[src/rtl/pipe_trace_buffer_if.sv]
// Bus bundle for pipe_trace_buffer: capture control, trigger setup and readout handshake.
// The master side drives control and trigger setup; the slave side is the trace buffer.
`timescale 1ns/1ps
interface pipe_trace_buffer_if #(
   parameter int DATA_W   = 16,
   parameter int CHANNELS = 4,
   parameter int DEPTH    = 16
);
   localparam int SEL_W = (CHANNELS > 1) ? $clog2(CHANNELS) : 1;
   localparam int IDX_W = $clog2(DEPTH);

   logic                         arm;
   logic                         abort;
   logic                         sample_en;
   logic [CHANNELS*DATA_W-1:0]   ch_data;
   logic [SEL_W-1:0]             trig_ch_sel;
   logic [DATA_W-1:0]            trig_mask;
   logic [DATA_W-1:0]            trig_value;
   logic                         rd_req;
   logic                         rd_valid;
   logic [CHANNELS*DATA_W-1:0]   rd_data;
   logic [IDX_W-1:0]             rd_idx;
   logic [2:0]                   state;
   logic                         done;

   modport master (
      output arm, abort, sample_en, ch_data, trig_ch_sel, trig_mask, trig_value, rd_req,
      input  rd_valid, rd_data, rd_idx, state, done
   );

   modport slave (
      input  arm, abort, sample_en, ch_data, trig_ch_sel, trig_mask, trig_value, rd_req,
      output rd_valid, rd_data, rd_idx, state, done
   );
endinterface

[src/rtl/pipe_trace_buffer.sv]
// Pipeline trace capture: circular buffer with pre-trigger history, masked-compare trigger
// and an oldest-first readout over a one-cycle-latency request/valid handshake.
`timescale 1ns/1ps
module pipe_trace_buffer #(
   parameter int DATA_W   = 16,
   parameter int CHANNELS = 4,
   parameter int DEPTH    = 16,
   parameter int PRE_TRIG = 8
) (
   input  logic               clk,
   input  logic               rst,
   pipe_trace_buffer_if.slave bus
);
   localparam int SEL_W  = (CHANNELS > 1) ? $clog2(CHANNELS) : 1;
   localparam int IDX_W  = $clog2(DEPTH);
   localparam int ENT_W  = CHANNELS * DATA_W;
   localparam int POST_N = DEPTH - PRE_TRIG;
   localparam logic [IDX_W-1:0] PRE_LAST  = IDX_W'(PRE_TRIG - 1);
   localparam logic [IDX_W-1:0] POST_LAST = IDX_W'(POST_N - 1);
   localparam logic [IDX_W-1:0] RD_LAST   = IDX_W'(DEPTH - 1);

   typedef enum logic [2:0] {
      S_IDLE  = 3'd0,
      S_PRE   = 3'd1,
      S_ARMED = 3'd2,
      S_POST  = 3'd3,
      S_DONE  = 3'd4
   } state_t;

   state_t            state_q, state_d;
   logic [IDX_W-1:0]  wr_ptr_q, wr_ptr_d;
   logic [IDX_W-1:0]  cnt_q, cnt_d;
   logic [IDX_W-1:0]  rd_cnt_q, rd_cnt_d;
   logic [IDX_W-1:0]  rd_idx_q, rd_idx_d;
   logic              rd_valid_q, rd_valid_d;
   logic [ENT_W-1:0]  rd_data_q, rd_data_d;
   logic [ENT_W-1:0]  mem [DEPTH];
   logic [DATA_W-1:0] trig_chan;
   logic [IDX_W-1:0]  rd_addr;
   logic              trig_hit;
   logic              wr_en;

   always_comb begin
      trig_chan = '0;
      for (int k = 0; k < CHANNELS; k++) begin
         if (bus.trig_ch_sel == SEL_W'(k)) trig_chan = bus.ch_data[k*DATA_W +: DATA_W];
      end
   end

   assign trig_hit = bus.sample_en & (((trig_chan ^ bus.trig_value) & bus.trig_mask) == '0);
   // Once capture ends wr_ptr points at the oldest surviving entry, so reads start there.
   assign rd_addr  = wr_ptr_q + rd_cnt_q;

   always_comb begin
      state_d    = state_q;
      wr_ptr_d   = wr_ptr_q;
      cnt_d      = cnt_q;
      rd_cnt_d   = rd_cnt_q;
      rd_idx_d   = rd_idx_q;
      rd_data_d  = rd_data_q;
      rd_valid_d = 1'b0;
      wr_en      = 1'b0;
      if (bus.abort) begin
         state_d = S_IDLE;
      end else begin
         case (state_q)
            S_IDLE: begin
               if (bus.arm) begin
                  state_d  = S_PRE;
                  wr_ptr_d = '0;
                  cnt_d    = '0;
                  rd_cnt_d = '0;
               end
            end
            S_PRE: begin
               if (bus.sample_en) begin
                  wr_en    = 1'b1;
                  wr_ptr_d = wr_ptr_q + IDX_W'(1);
                  if (cnt_q == PRE_LAST) begin
                     state_d = S_ARMED;
                     cnt_d   = '0;
                  end else begin
                     cnt_d = cnt_q + IDX_W'(1);
                  end
               end
            end
            S_ARMED: begin
               if (bus.sample_en) begin
                  wr_en    = 1'b1;
                  wr_ptr_d = wr_ptr_q + IDX_W'(1);
                  if (trig_hit) begin
                     state_d = (POST_N == 1) ? S_DONE : S_POST;
                     cnt_d   = IDX_W'(1);
                  end
               end
            end
            S_POST: begin
               if (bus.sample_en) begin
                  wr_en    = 1'b1;
                  wr_ptr_d = wr_ptr_q + IDX_W'(1);
                  if (cnt_q == POST_LAST) state_d = S_DONE;
                  else                    cnt_d   = cnt_q + IDX_W'(1);
               end
            end
            S_DONE: begin
               if (bus.rd_req) begin
                  rd_valid_d = 1'b1;
                  rd_data_d  = mem[rd_addr];
                  rd_idx_d   = rd_cnt_q;
                  rd_cnt_d   = rd_cnt_q + IDX_W'(1);
                  if (rd_cnt_q == RD_LAST) state_d = S_IDLE;
               end
            end
            default: state_d = S_IDLE;
         endcase
      end
   end

   always_ff @(posedge clk or negedge rst) begin
      if (!rst) begin
         state_q    <= S_IDLE;
         wr_ptr_q   <= '0;
         cnt_q      <= '0;
         rd_cnt_q   <= '0;
         rd_idx_q   <= '0;
         rd_valid_q <= 1'b0;
         rd_data_q  <= '0;
      end else begin
         state_q    <= state_d;
         wr_ptr_q   <= wr_ptr_d;
         cnt_q      <= cnt_d;
         rd_cnt_q   <= rd_cnt_d;
         rd_idx_q   <= rd_idx_d;
         rd_valid_q <= rd_valid_d;
         rd_data_q  <= rd_data_d;
      end
   end

   // Trace storage is plain RAM without reset; only entries written this capture are read.
   always_ff @(posedge clk) begin
      if (wr_en) mem[wr_ptr_q] <= bus.ch_data;
   end

   assign bus.state    = state_q;
   assign bus.done     = (state_q == S_DONE);
   assign bus.rd_valid = rd_valid_q;
   assign bus.rd_data  = rd_data_q;
   assign bus.rd_idx   = rd_idx_q;
endmodule

[src/flat_wrapper.sv]
// flat-port wrapper written by rule: the top's interface ports become plain ports
module pipe_trace_buffer_flat 
#(
   parameter int DATA_W   = 16,
   parameter int CHANNELS = 4,
   parameter int DEPTH    = 16,
   parameter int PRE_TRIG = 8
)
  (clk, rst, bus_arm, bus_abort, bus_sample_en, bus_ch_data, bus_trig_ch_sel, bus_trig_mask, bus_trig_value, bus_rd_req, bus_rd_valid, bus_rd_data, bus_rd_idx, bus_state, bus_done);
  pipe_trace_buffer_if #(.DATA_W(DATA_W), .CHANNELS(CHANNELS), .DEPTH(DEPTH)) bus_i ();
  input  logic clk;
  input  logic rst;
  input wire logic [$bits(bus_i.arm)-1:0] bus_arm;
  input wire logic [$bits(bus_i.abort)-1:0] bus_abort;
  input wire logic [$bits(bus_i.sample_en)-1:0] bus_sample_en;
  input wire logic [$bits(bus_i.ch_data)-1:0] bus_ch_data;
  input wire logic [$bits(bus_i.trig_ch_sel)-1:0] bus_trig_ch_sel;
  input wire logic [$bits(bus_i.trig_mask)-1:0] bus_trig_mask;
  input wire logic [$bits(bus_i.trig_value)-1:0] bus_trig_value;
  input wire logic [$bits(bus_i.rd_req)-1:0] bus_rd_req;
  output wire logic [$bits(bus_i.rd_valid)-1:0] bus_rd_valid;
  output wire logic [$bits(bus_i.rd_data)-1:0] bus_rd_data;
  output wire logic [$bits(bus_i.rd_idx)-1:0] bus_rd_idx;
  output wire logic [$bits(bus_i.state)-1:0] bus_state;
  output wire logic [$bits(bus_i.done)-1:0] bus_done;
  assign bus_i.arm = bus_arm;
  assign bus_i.abort = bus_abort;
  assign bus_i.sample_en = bus_sample_en;
  assign bus_i.ch_data = bus_ch_data;
  assign bus_i.trig_ch_sel = bus_trig_ch_sel;
  assign bus_i.trig_mask = bus_trig_mask;
  assign bus_i.trig_value = bus_trig_value;
  assign bus_i.rd_req = bus_rd_req;
  assign bus_rd_valid = bus_i.rd_valid;
  assign bus_rd_data = bus_i.rd_data;
  assign bus_rd_idx = bus_i.rd_idx;
  assign bus_state = bus_i.state;
  assign bus_done = bus_i.done;
  pipe_trace_buffer #(.DATA_W(DATA_W), .CHANNELS(CHANNELS), .DEPTH(DEPTH), .PRE_TRIG(PRE_TRIG)) u_core (.clk(clk), .rst(rst), .bus(bus_i));
endmodule
[config.mk]
export PLATFORM = sky130hd
export DESIGN_NAME = pipe_trace_buffer_flat
export DESIGN_NICKNAME = d
export VERILOG_FILES = /design/src/rtl/pipe_trace_buffer_if.sv /design/src/rtl/pipe_trace_buffer.sv /design/src/flat_wrapper.sv
export SDC_FILE = /design/constraint.sdc
export NUM_CORES = 1
export LEC_CHECK = 0
export CORE_MARGIN = 4
export CORE_UTILIZATION = 60
export DETAILED_ROUTE_END_ITERATION = 16
export PLACE_DENSITY_LB_ADDON = 0.25
export RECOVER_POWER = 50
export SLEW_MARGIN = 5
export SYNTH_ARGS = -nofsm -noshare
export SYNTH_HDL_FRONTEND = slang
export SYNTH_SLANG_ARGS = --single-unit
[constraint.sdc]
create_clock -name clk -period 8.4 [get_ports clk]
set_input_delay 0.84 -clock clk [delete_from_list [all_inputs] [get_ports clk]]
set_output_delay 0.84 -clock clk [all_outputs]
set_load 0.005 [all_outputs]
# Word-level counts from Yosys, hierarchy flattened
# Memory sizes are Yosys's and may differ from the RTL's. A register that Yosys moved wholly into a read port is not among the register bits.
# Index checks and enable logic that the tools add are counted.
# Widths: inputs -> output; s select.
# classes
multipliers	0
n_div	0
shift	0
mux	35
n_lt_le_gt_ge	0
n_bitwise	4
n_reduce_logical	13
n_addsub	4
eq_ne	26
# ops
cell	n
$mux 16	4
$mux 4	9
$mux 3	10
$and 16x16->16	1
$logic_not 16->1	1
$pmux 4 s2	2
$pmux 4 s4	1
$xor 16x16->16	1
$ne 3x3->1 const B	5
$pmux 3 s5	1
$add 4x1->4 const B	3
$ne 2x2->1 const B	6
$ne 3x2->1 const B	4
$reduce_and 9->1	1
$mux 1	8
$reduce_and 4->1	2
$reduce_and 8->1	1
$eq 3x2->1 const B	2
$add 4x4->4	1
$eq 2x2->1 const B	2
$eq 4x3->1 const B	1
$eq 4x4->1 const B	1
$ne 2x1->1 const B	2
$reduce_bool 2->1	2
11 further kinds	11
# word_totals
inputBits	104
mem_bits_ro	0
latchBits	0
ff_bits	20
wordCells	89
out_inout_bits	73
n_memories	1
ramBits	1024
# memory_table
name	depth	word_bits	read_ports	rd_ports_with_merged_regs	wr	line_no	text
u_core.mem	16	64	1	1	1	pipe_trace_buffer.sv:37	logic [ENT_W-1:0] mem [DEPTH];

# Depth between registers and ports, before layout
# Gate-level depths: netlist of the first run.
# depth
depth_word	13
depth_mapped	10
ltp_nobuf	8

# Worst setup path after synthesis of the first run
# No wires, ideal clock.
# synth_timing
path_kind	in2reg
startpoint	in bus_abort
endpoint	mem u_core.mem[3][0] in the netlist's numbering, enable pin
required_ns	7.836
stages	5
arrival_time_ns	6.013
slack_ns	1.822
setup_ns	0.564
n_path_buf	1
path_cell_list	or2_1 -> clkbuf_1 -> nor2_1 -> nand2_1 -> nor3_1
# synth_between
elab_chain_len	3
# synth_lines
element	line_no	text
start, declared	flat_wrapper.sv:14	input wire logic [$bits(bus_i.abort)-1:0] bus_abort;
$mux 1	pipe_trace_buffer.sv:63	if (bus.abort) begin
$mux 1	pipe_trace_buffer.sv:141	if (wr_en) mem[wr_ptr_q] <= bus.ch_data;
$mux 1 (not written as such)	pipe_trace_buffer.sv:141	
end, declared	pipe_trace_buffer.sv:37	
# Every way passes these cells.

==> run metrics, run 1 <==
hold path depth 2; CP Max Fanout 52; HPWL Detailed 56140 um; Synth Register Bits 1108; Num CTS Buffers between 100 and 150; Layout fillers roughly 4400; I/O Pins between 150 and 200; status finished with violations; launch point of the worst reg-to-reg path u_core.rd_cnt_q[0]; DR vias/cell between 6 and 7; failing checks capacitance limit, slew limit; Core Area roughly 71000 sq um; TritonCTS clock tree built; worst hold path class flop to flop; WP data required 8.38 ns; Rel. slew slack -129.8%; hold endpoint u_core.bus.rd_data[25]; antenna viol nets, final 0; largest net degree at the start of global routing 141; Crit-path slowest cell clkbuf_1; initial antenna violation count 15; row count 98; Final Setup Violations 0; worst skew pair latency approximately 0.66 ns; count of cell types in the netlist 52; hold_sp u_core.bus.rd_data[25]; post-CTS sizing 0; RR Endpoint u_core.bus.rd_data[1]; top_reg_cell synth edfxtp_1; met2 usage a little over two fifths; VDD IR max between 0.2 and 0.25 mV; cell area after synthesis roughly 43000 sq um; Final period util roughly three fifths; DIE WIDTH between 200 and 300 um; max_cap viols 2; RSZ-0062 raised after global routing false; Buf/Inv on CP 2; grt total ovfl 0; Worst path top cell family by delay buffers and inverters; CP endpoint kind async pin; Setup Fix Bufs, Post-CTS 0; GP Congestion roughly 0.83; TritonCTS Sinks ~1100; I/O Buffers around 180; initial core utilization about three fifths; P&R area growth vs syn 14.86%; CP Cell Sequence clkbuf_1, clkbuf_1; critical path data arrival time between 5 and 6 ns; CTS root buf clkbuf_16; number of nets in the layout 2622; most frequent CP cell clkbuf_1; drt drc 0; pwr dens 258.0 nW/um^2; Slew Limit Fails 87; Post-synth EDFFs 1024; drt first-iter violations about 3200; DR pass1 iterations 7; Core Util, Final a little over two thirds; share of cells above drive strength 1 17.94%; synth top area cells edfxtp_1 (71%), mux4_2 (13%), dfrtp_1 (4.9%); final hold vios 0; Die Span Y about 280 um; Clock Skews about 0.024 ns; Synth Instances ~2300; Routed WL approximately 110000 um; top cells by count, synth edfxtp_1 (1024), nand2_1 (415), mux4_2 (256), nand3_1 (199), dfrtp_1 (84); Worst-path clk slew around 0.06 ns; setup TNS 0 ns; WL/cell 29.58 um; Worst R2R Setup Slack approximately 4.3 ns; H-Tree Depth 3; via count 22960; sequential share of the synthesized area between 70% and 80%; Worst-Margin Slew 3.447 ns; first-pass GRT wire length roughly 160000 um; Worst R2R Path Depth 9; global route hottest layer met2; Synth top area share 71.05%; GRT met1 Usage 39.66%; area leader, netlist edfxtp_1; startpoint types input pin; Largest stage delay, worst path between 2 and 3 ns; yosys warns 0; vias in the first global route 23220; Leak around 17 nW; Syn Area/Cell between 15 and 20 sq um; Final min period approximately 5.1 ns; Peak Freq about 200 MHz; most numerous cell in the Yosys netlist edfxtp_1; Net Count, Synth ~2400; All-Layer GR Usage about 28%; Setup CP Type input pin to async pin; asr flop ratio synth about 7.6%; CTS Buffer Depth 3; Die ar. 76490 sq um; M3 GR Usage under 10%; CTS Hold Bufs 0
## cell usage in the layout, fill, tap and decap left out, types with 3 or more instances in the layout
master           netlist  routed
dfrtp_1               84      84
ha_1                   9       8
mux4_2               256     256
a21o_1                 4       4
nor2_1                28      16
a21oi_1                5       5
buf_12                 2       3
xor2_1                 7       5
nand2b_1              12      12
edfxtp_1            1024    1024
clkbuf_16              0     109
o21ai_0                5       5
diode_2                0       9
bufinv_16              0      11
dlygate4sd3_1          0      95
nor3_1                 7       3
nand2_1              415     415
a22o_1                 3       3
xnor2_1               15      13
nand3b_1               8       8
nor3b_1                3       3
nor2_4                 0      12
nand3_1              199     198
clkinv_1               0      16
buf_4                  0      32
clkdlybuf4s50_1        0      79
inv_1                  7       7
a22oi_1                3       3
clkinv_2               0      15
clkbuf_8               0       8
nand4_1                4       4
or4_1                  3       3
nor3_2                 0       4
clkbuf_1              77      37
mux2i_1               53      53
## per-stage QoR
stage	hold slack [ns]	total power [mW]	area, sq um	worst slack, ns	std cells
final	0.4715	12.83	49710	3.255	3556
after global routing	0.4971	13.31	49700	2.281	3551
after CTS	0.1971	12.92	49690	4.305	3546
after detailed placement	0.4634	8.220	46220	3.918	3349
after global placement	0.4610	8.192	46220	4.022	3349
after floorplan	0.4700	7.726	43280	1.822	2309
## report_power, final
| part | internal, mW | switching, mW |
|---|---|---|
| Clock | 2.79 | 1.96 |
| Sequential | 6.07 | 0.0249 |
| Combinational | 0.988 | 0.995 |
| Total | 9.85 | 2.98 |
## layer usage
| metal | vias up | part of all wire (%) | wire length (um) |
|---|---|---|---|
| li1 | 9508 | - | - |
| met1 | 11940 | 39 | 40800 |
| met2 | 1338 | 47 | 49950 |
| met3 | 170 | 11 | 11430 |
| met4 | 8 | 2.8 | 2973 |
| met5 | - | 0.046 | 48 |
## cell type report
cell class / instances / area (sq um) / area share [%]
clock buffers: 151 / 2965 / 5.965
diodes: 9 / 22.52 / 0.04531
repair buffers: 213 / 2058 / 4.141
flip-flops and latches: 1108 / 32850 / 66.09
well taps: 950 / 1189 / 2.391
multi-input cells: 1071 / 10090 / 20.30
inverters: 8 / 31.28 / 0.06293
clock inverters: 46 / 501.7 / 1.009
## cells by family after synthesis
group / synth area share [%]
simple gates: 6.892
fa+ha+maj: 0.3065
xor+xnor: 0.4452
compound gates: 0.6447
buf+inv: 1.232
mux: 14.57
flops: 75.91
## worst register-to-register path, cell delays in order (launching register included)
cell	delay, ns
dfrtp_1	0.50
ha_4	0.19
inv_1	0.05
fa_4	1.29
buf_4	0.93
mux4_2	0.48
nand2_1	0.11
nand3_1	0.13
nand3_1	0.21
nand2_1	0.08
## worst max-delay path by stage
| stage | from | end | slack [ns] | depth (start not counted) |
|---|---|---|---|---|
| 2_1_floorplan | bus_abort | u_core.mem[3][0] | 1.82 | 5 |
| 3_3_place_gp | bus_abort | u_core.mem[7][19] | 4.02 | 6 |
| 3_5_place_dp | bus_abort | u_core.mem[7][11] | 3.92 | 6 |
| 4_1_cts | u_core.rd_cnt_q[0] | u_core.bus.rd_data[1] | 4.31 | 9 |
| 5_1_grt | rst | u_core.bus.rd_data[50] | 2.28 | 2 |
| 6_report | rst | u_core.bus.rd_data[59] | 3.26 | 2 |
## state kept, by name (all words and copies together), names as in the netlist
| signal | flops |
|---|---|
| u_core.bus.rd_idx | 4 |
| u_core.bus.state | 3 |
| u_core.cnt_q | 4 |
| u_core.rd_cnt_q | 4 |
| u_core.bus.rd_data | 64 |
| u_core.bus.rd_valid | 1 |
| u_core.wr_ptr_q | 4 |
| u_core.mem | 1024 |
(Power assumes the default switching activity.)
==> run 2, diff against run 1 <==
CORE_UTILIZATION = 55   (was 60)
clock period = 4.2 ns   (was 8.4 ns; I/O delays follow)
==> run metrics, run 2 (synthesized netlist as in run 1, its figures left out) <==
status finished with violations; failing checks capacitance limit, slew limit; pwr dens 512.8 nW/um^2 (+99%); clock share of power 37.2% (+0.2 points); post-layout instance area 50550 sq um (+1.7%); Min Hold Slack 0.3439 ns (-0.1277 ns); DIE WIDTH 288.5 um (+4.3%); Num CTS Buffers 107 (+0.94%); TritonCTS clock tree built; NetSw 6.089 mW (+100%); DP Area 47070 sq um (+1.8%); most frequent cells in the layout edfxtp_1 (1024), nand2_1 (415), mux4_2 (256), nand3_1 (198), clkbuf_16 (111); RSZ-0062 raised after global routing false; Worst-path clk slew 0.06 ns (about the same); startpoint types input pin; initial core utilization 55.68% (-4.9 points); Leak 17.18 nW (+1.7%); I/O Buffers 176 (unchanged); Top reg by flops u_core.mem; GP Congestion 0.8406 (+1.1%); drt first-iter violations 2651 (-17%); I/O Pins 177 (unchanged); share of cells above drive strength 1 19.12% (+1.2 points); Worst-Margin Slew 2.018 ns (-1.429 ns); CP Max Fanout 17 (-67%); largest net degree at the start of global routing 129 (-8.5%); initial antenna violation count 14 (-1); antenna viol nets, final 0 (unchanged); Core Area 77720 sq um (+8.7%); grt total ovfl 0 (unchanged); drt drc 0 (unchanged); number of placed cells counting well taps 3490 (+4.2%); Peak Freq slightly above 300 MHz; worst skew pair latency 0.67 ns (about the same); hold path depth 2 (unchanged); Logic pwr share 15.8% (+0.3 points); Die ar. 83240 sq um (+8.8%); most common cell after layout, fill and taps aside edfxtp_1; first-pass GRT wire length 160000 um (+3.1%); CTS root buf clkbuf_16; Die Span Y 288.5 um (+4.3%); Internal 19.84 mW (+100%); H-Tree Depth 3 (unchanged); All-Layer GR Usage 26.73% (-0.93 points); critical path data arrival time 3.87 ns (-1.26 ns); Slew Limit Fails 61 (-30%); WL/cell 29.50 um (-0.29%); CTS Buffer Depth 3 (unchanged); Final period util 78.79%; DR vias/cell 6.289 (-2.6%); TritonCTS Sinks 1108 (unchanged); P&R area growth vs syn 16.81%; max_cap viols 1 (-1); Routed WL 109200 um (+3.8%); Worst R2R Path Depth 9 (unchanged); vias in the first global route 23580 (+1.6%); Final min period 3.309 ns; Setup CP Type input pin to flop; CP endpoint kind flop; VDD IR max 0.3569 mV (+70%); total power 25.93 mW (+100%); row count 102 (+4.1%); Clock Skews 0.01926 ns (-0.004895 ns); final hold vios 0 (unchanged); Switching Share 23.49% (+0.27 points); post-route insts no fill 3702 (+4.1%); number of nets in the layout 2674 (+2.0%); Rel. slew slack -34.55% (+95 points); Final Setup Violations 0 (unchanged); setup TNS 0 ns (unchanged); max reg flops 1024 (unchanged); part of the power in registers 47.0% (-0.6 points); HPWL Detailed 60190 um (+7.2%); WP data required 4.77 ns (-3.61 ns); via count 23280 (+1.4%); worst hold path class input pin to flop; DR pass1 iterations 6 (-1)
-- run 2: cell types whose count changed in the layout (fill, tap and decap cells not counted), moves of 2 or more --
cell	before	now
clkbuf_8	8	11
nor3_4	0	4
buf_4	32	35
clkinv_2	15	21
dlygate4sd3_1	95	97
nor3_2	4	0
clkbuf_1	37	49
clkbuf_16	109	111
buf_12	3	29
-- run 2: area by class of cell --
cell class	instances	area [sq um]
Clock buffer	148	3027
Timing Repair Buffer	264	2691
Sequential cell	1108	32850
Clock inverter	53	513.0
Antenna cell	10	25.02
Fill cell	5080	27170
Multi-Input combinational cell	1071	10110
Inverter	8	31.28
Tap cell	1040	1301
-- run 2: power by group through the flow --
stage / sequential [mW] / combinational [mW] / clock [mW]
after floorplan: 12.4 / 3.03 / 0
after global placement: 12.4 / 4.09 / 0
after detailed placement: 12.4 / 4.14 / 0
after CTS: 12.2 / 4.18 / 9.74
after global routing: 12.2 / 4.43 / 10.2
final: 12.2 / 4.09 / 9.64
-- run 2: path summary, 6_finish.rpt --
check                                  startpoint                endpoint  slack (ns)
setup / recovery                  bus_ch_data[34]     u_core.bus.state[0]        0.89
hold / removal                          bus_abort     u_core.bus.state[2]        0.34
setup reg to reg               u_core.rd_cnt_q[0]  u_core.bus.rd_data[62]        0.90
hold reg to reg            u_core.bus.rd_data[20]  u_core.bus.rd_data[20]        0.47
max in group asynchronous                     rst  u_core.bus.rd_data[58]        1.97
min in group asynchronous                     rst  u_core.bus.rd_data[31]        0.87
-- run 2: stage by stage --
| stage | setup WS [ns] | utilization [%] |
|---|---|---|
| 6_report | 0.8907 | 65.05 |
| 5_1_grt | 0.7073 | 65.02 |
| 4_1_cts | 0.9007 | 65.13 |
| 3_5_place_dp | 0.6146 | 60.56 |
| 3_3_place_gp | 0.7560 | 60.56 |
| 2_1_floorplan | -0.4121 | - |
-- run 2: repair_timing --
action / in CTS / in global routing
hold buffers: 1 / 0
gates resized for setup: 0 / 0
endpoints found under the hold margin: 59 / 0
buffers inserted: 0 / 0
-- run 2: critical path: stages --
cell,delay (ns)
dlygate4sd3_1,0.54
clkbuf_1,0.72
mux2i_1,0.20
mux2i_1,0.17
or4_1,0.51
a222oi_1,0.69
nand4_1,0.26
a311oi_1,0.34
-- run 2: layer usage --
layer  up-vias  routed length (um)  GRT usage, %
met1     12250               43300         39.27
met2      1241               52430         41.96
met3       150               11450         5.912
met4         6                1985         6.326
li1       9637                   -             -
met5         -                  41             0
==> run 3, diff against run 2 <==
CORE_UTILIZATION = 60   (was 55)
clock period = 3.4 ns   (was 4.2 ns; I/O delays follow)
==> run metrics, run 3 (synthesized netlist as in run 1, its figures left out) <==
status finished with violations; failing checks capacitance limit, slew limit; Crit-path slowest cell fa_4; Final period util 90.23%; largest net degree at the start of global routing 65 (-50%); drt drc 0 (unchanged); pwr dens 627.0 nW/um^2 (+22%); Num CTS Buffers 107 (unchanged); CP Max Fanout 57 (+40); row count 98 (-3.9%); max reg flops 1024 (unchanged); Worst-Margin Slew 1.563 ns (-0.4551 ns); Rel. slew slack -4.207% (+30 points); Die ar. 76490 sq um (-8.1%); Leak 17.41 nW (+1.3%); most frequent cells in the layout edfxtp_1 (1024), nand2_1 (414), mux4_2 (256), nand3_1 (198), clkbuf_16 (108); DR vias/cell 6.551 (+4.2%); Slew Limit Fails 63 (+3.3%); Final min period 3.068 ns; worst hold path class input pin to flop; number of nets in the layout 2734 (+2.2%); Final WS setup 0.3321 ns (-0.5586 ns); Layout fillers 4218 (-17%); All-Layer GR Usage 29.99% (+3.3 points); HPWL Detailed 65220 um (+8.4%); launch point of the worst reg-to-reg path u_core.rd_cnt_q[0]; first-pass GRT wire length 167600 um (+4.7%); Buf/Inv on CP 3 (+1); Setup Fix Bufs, Post-CTS 0 (unchanged); share of cells above drive strength 1 19.96% (+0.85 points); Peak Freq ~330 MHz; initial core utilization 60.54% (+4.9 points); max_cap viols 2 (+1); TritonCTS clock tree built; startpoint types flop; WL/cell 31.09 um (+5.4%); Die Span Y 276.6 um (-4.1%); grt total ovfl 0 (unchanged); most common cell after layout, fill and taps aside edfxtp_1; I/O Pins 177 (unchanged); Worst path top cell family by delay adder cells; final hold vios 0 (unchanged); GP Congestion 0.8721 (+3.7%); Worst-path clk slew 0.07 ns (about the same); Setup CP Type flop to flop; critical path data arrival time 3.64 ns (-0.23 ns); vias in the first global route 24640 (+4.5%); H-Tree Depth 3 (unchanged); drt first-iter violations 3428 (+29%); VDD IR max 0.4782 mV (+34%); hold_sp bus_abort; worst skew pair latency 0.68 ns (about the same); CP Cell Sequence ha_4, inv_1, fa_4, buf_12, buf_12, mux4_2, nand2_1, nand3_1, nand3_1, nand2_1; Post-Place Worst Slack 0.1240 ns (-0.4907 ns); DIE WIDTH 276.6 um (-4.1%); critical path startpoint u_core.rd_cnt_q[0]; CTS root buf clkbuf_16; CP endpoint kind flop; DR pass1 iterations 5 (-1); Routed WL 113900 um (+4.3%); total power 32.00 mW (+23%); initial antenna violation count 6 (-8); Clock Skews 0.03166 ns (+0.01240 ns); Final Setup Violations 0 (unchanged); Core Area 71490 sq um (-8.0%); P&R area growth vs syn 17.92%; antenna viol nets, final 0 (unchanged); via count 24000 (+3.1%); I/O Buffers 176 (unchanged); WP data required 3.97 ns (-0.80 ns); Top reg by flops u_core.mem; Largest stage delay, worst path 0.79 ns (+0.07 ns); CTS Buffer Depth 3 (unchanged); TritonCTS Sinks 1108 (unchanged); RSZ-0062 raised after global routing false
-- run 3: where the power goes --
part | switching [mW] | internal, mW | leakage [nW]
Sequential | 0.0651 | 15.0 | 10.4
Clock | 4.99 | 6.72 | 1.69
Combinational | 2.59 | 2.63 | 5.34
-- run 3: worst paths after layout --
path | slack, ns | end | depth (start not counted)
setup / recovery | 0.33 | u_core.bus.rd_data[4] | 10
hold / removal | 0.30 | u_core.bus.state[2] | 2
setup reg to reg | 0.33 | u_core.bus.rd_data[4] | 10
hold reg to reg | 0.47 | u_core.bus.rd_data[25] | 2
max in group asynchronous | 0.63 | u_core.bus.rd_idx[2] | 3
min in group asynchronous | 0.62 | u_core.bus.rd_data[9] | 2
-- run 3: area by class of cell --
type | instances | area [sq um] | area share (%)
sequential | 1108 | 32850 | 64.37
multi-input combinational | 1071 | 10120 | 19.83
timing repair buffer | 324 | 3368 | 6.600
clock buffer | 129 | 2851 | 5.587
tap | 950 | 1189 | 2.329
clock inverter | 70 | 614.3 | 1.204
inverter | 8 | 31.28 | 0.06129
antenna | 4 | 10.01 | 0.01961
-- run 3: worst reg2reg max path: stages, from the launching register on --
cell     delay, ns
dfrtp_1       0.50
ha_4          0.18
inv_1         0.05
fa_4          0.79
buf_12        0.17
buf_12        0.33
mux4_2        0.43
nand2_1       0.11
nand3_1       0.18
nand3_1       0.18
nand2_1       0.06
-- run 3: repair_timing --
item                                   in CTS  in global routing
hold buffers                                1                  0
gates resized for setup                     0                  0
endpoints found under the hold margin      37                  0
-- run 3: stage by stage --
stage / area (sq um) / std cells / hold slack (ns) / setup TNS (ns) / utilization [%]
global route: 51030 / 3662 / 0.3187 / 0 / 71.38
floorplan: 43370 / 2309 / 0.04441 / -49.89 / -
detailed placement: 47760 / 3460 / 0.4536 / 0 / 66.81
finish: 51040 / 3664 / 0.3008 / 0 / 71.39
CTS: 51240 / 3660 / 0.2707 / 0 / 71.68
global placement: 47760 / 3460 / 0.4479 / 0 / 66.81
-- run 3: per-layer routing --
| metal | share of wire [%] | vias up | global-route usage [%] |
|---|---|---|---|
| li1 | - | 9756 | - |
| met5 | 0.021 | - | 0 |
| met4 | 3.5 | 4 | 10.06 |
| met1 | 37 | 12350 | 42.93 |
| met2 | 48 | 1657 | 47.18 |
| met3 | 12 | 234 | 6.517 |
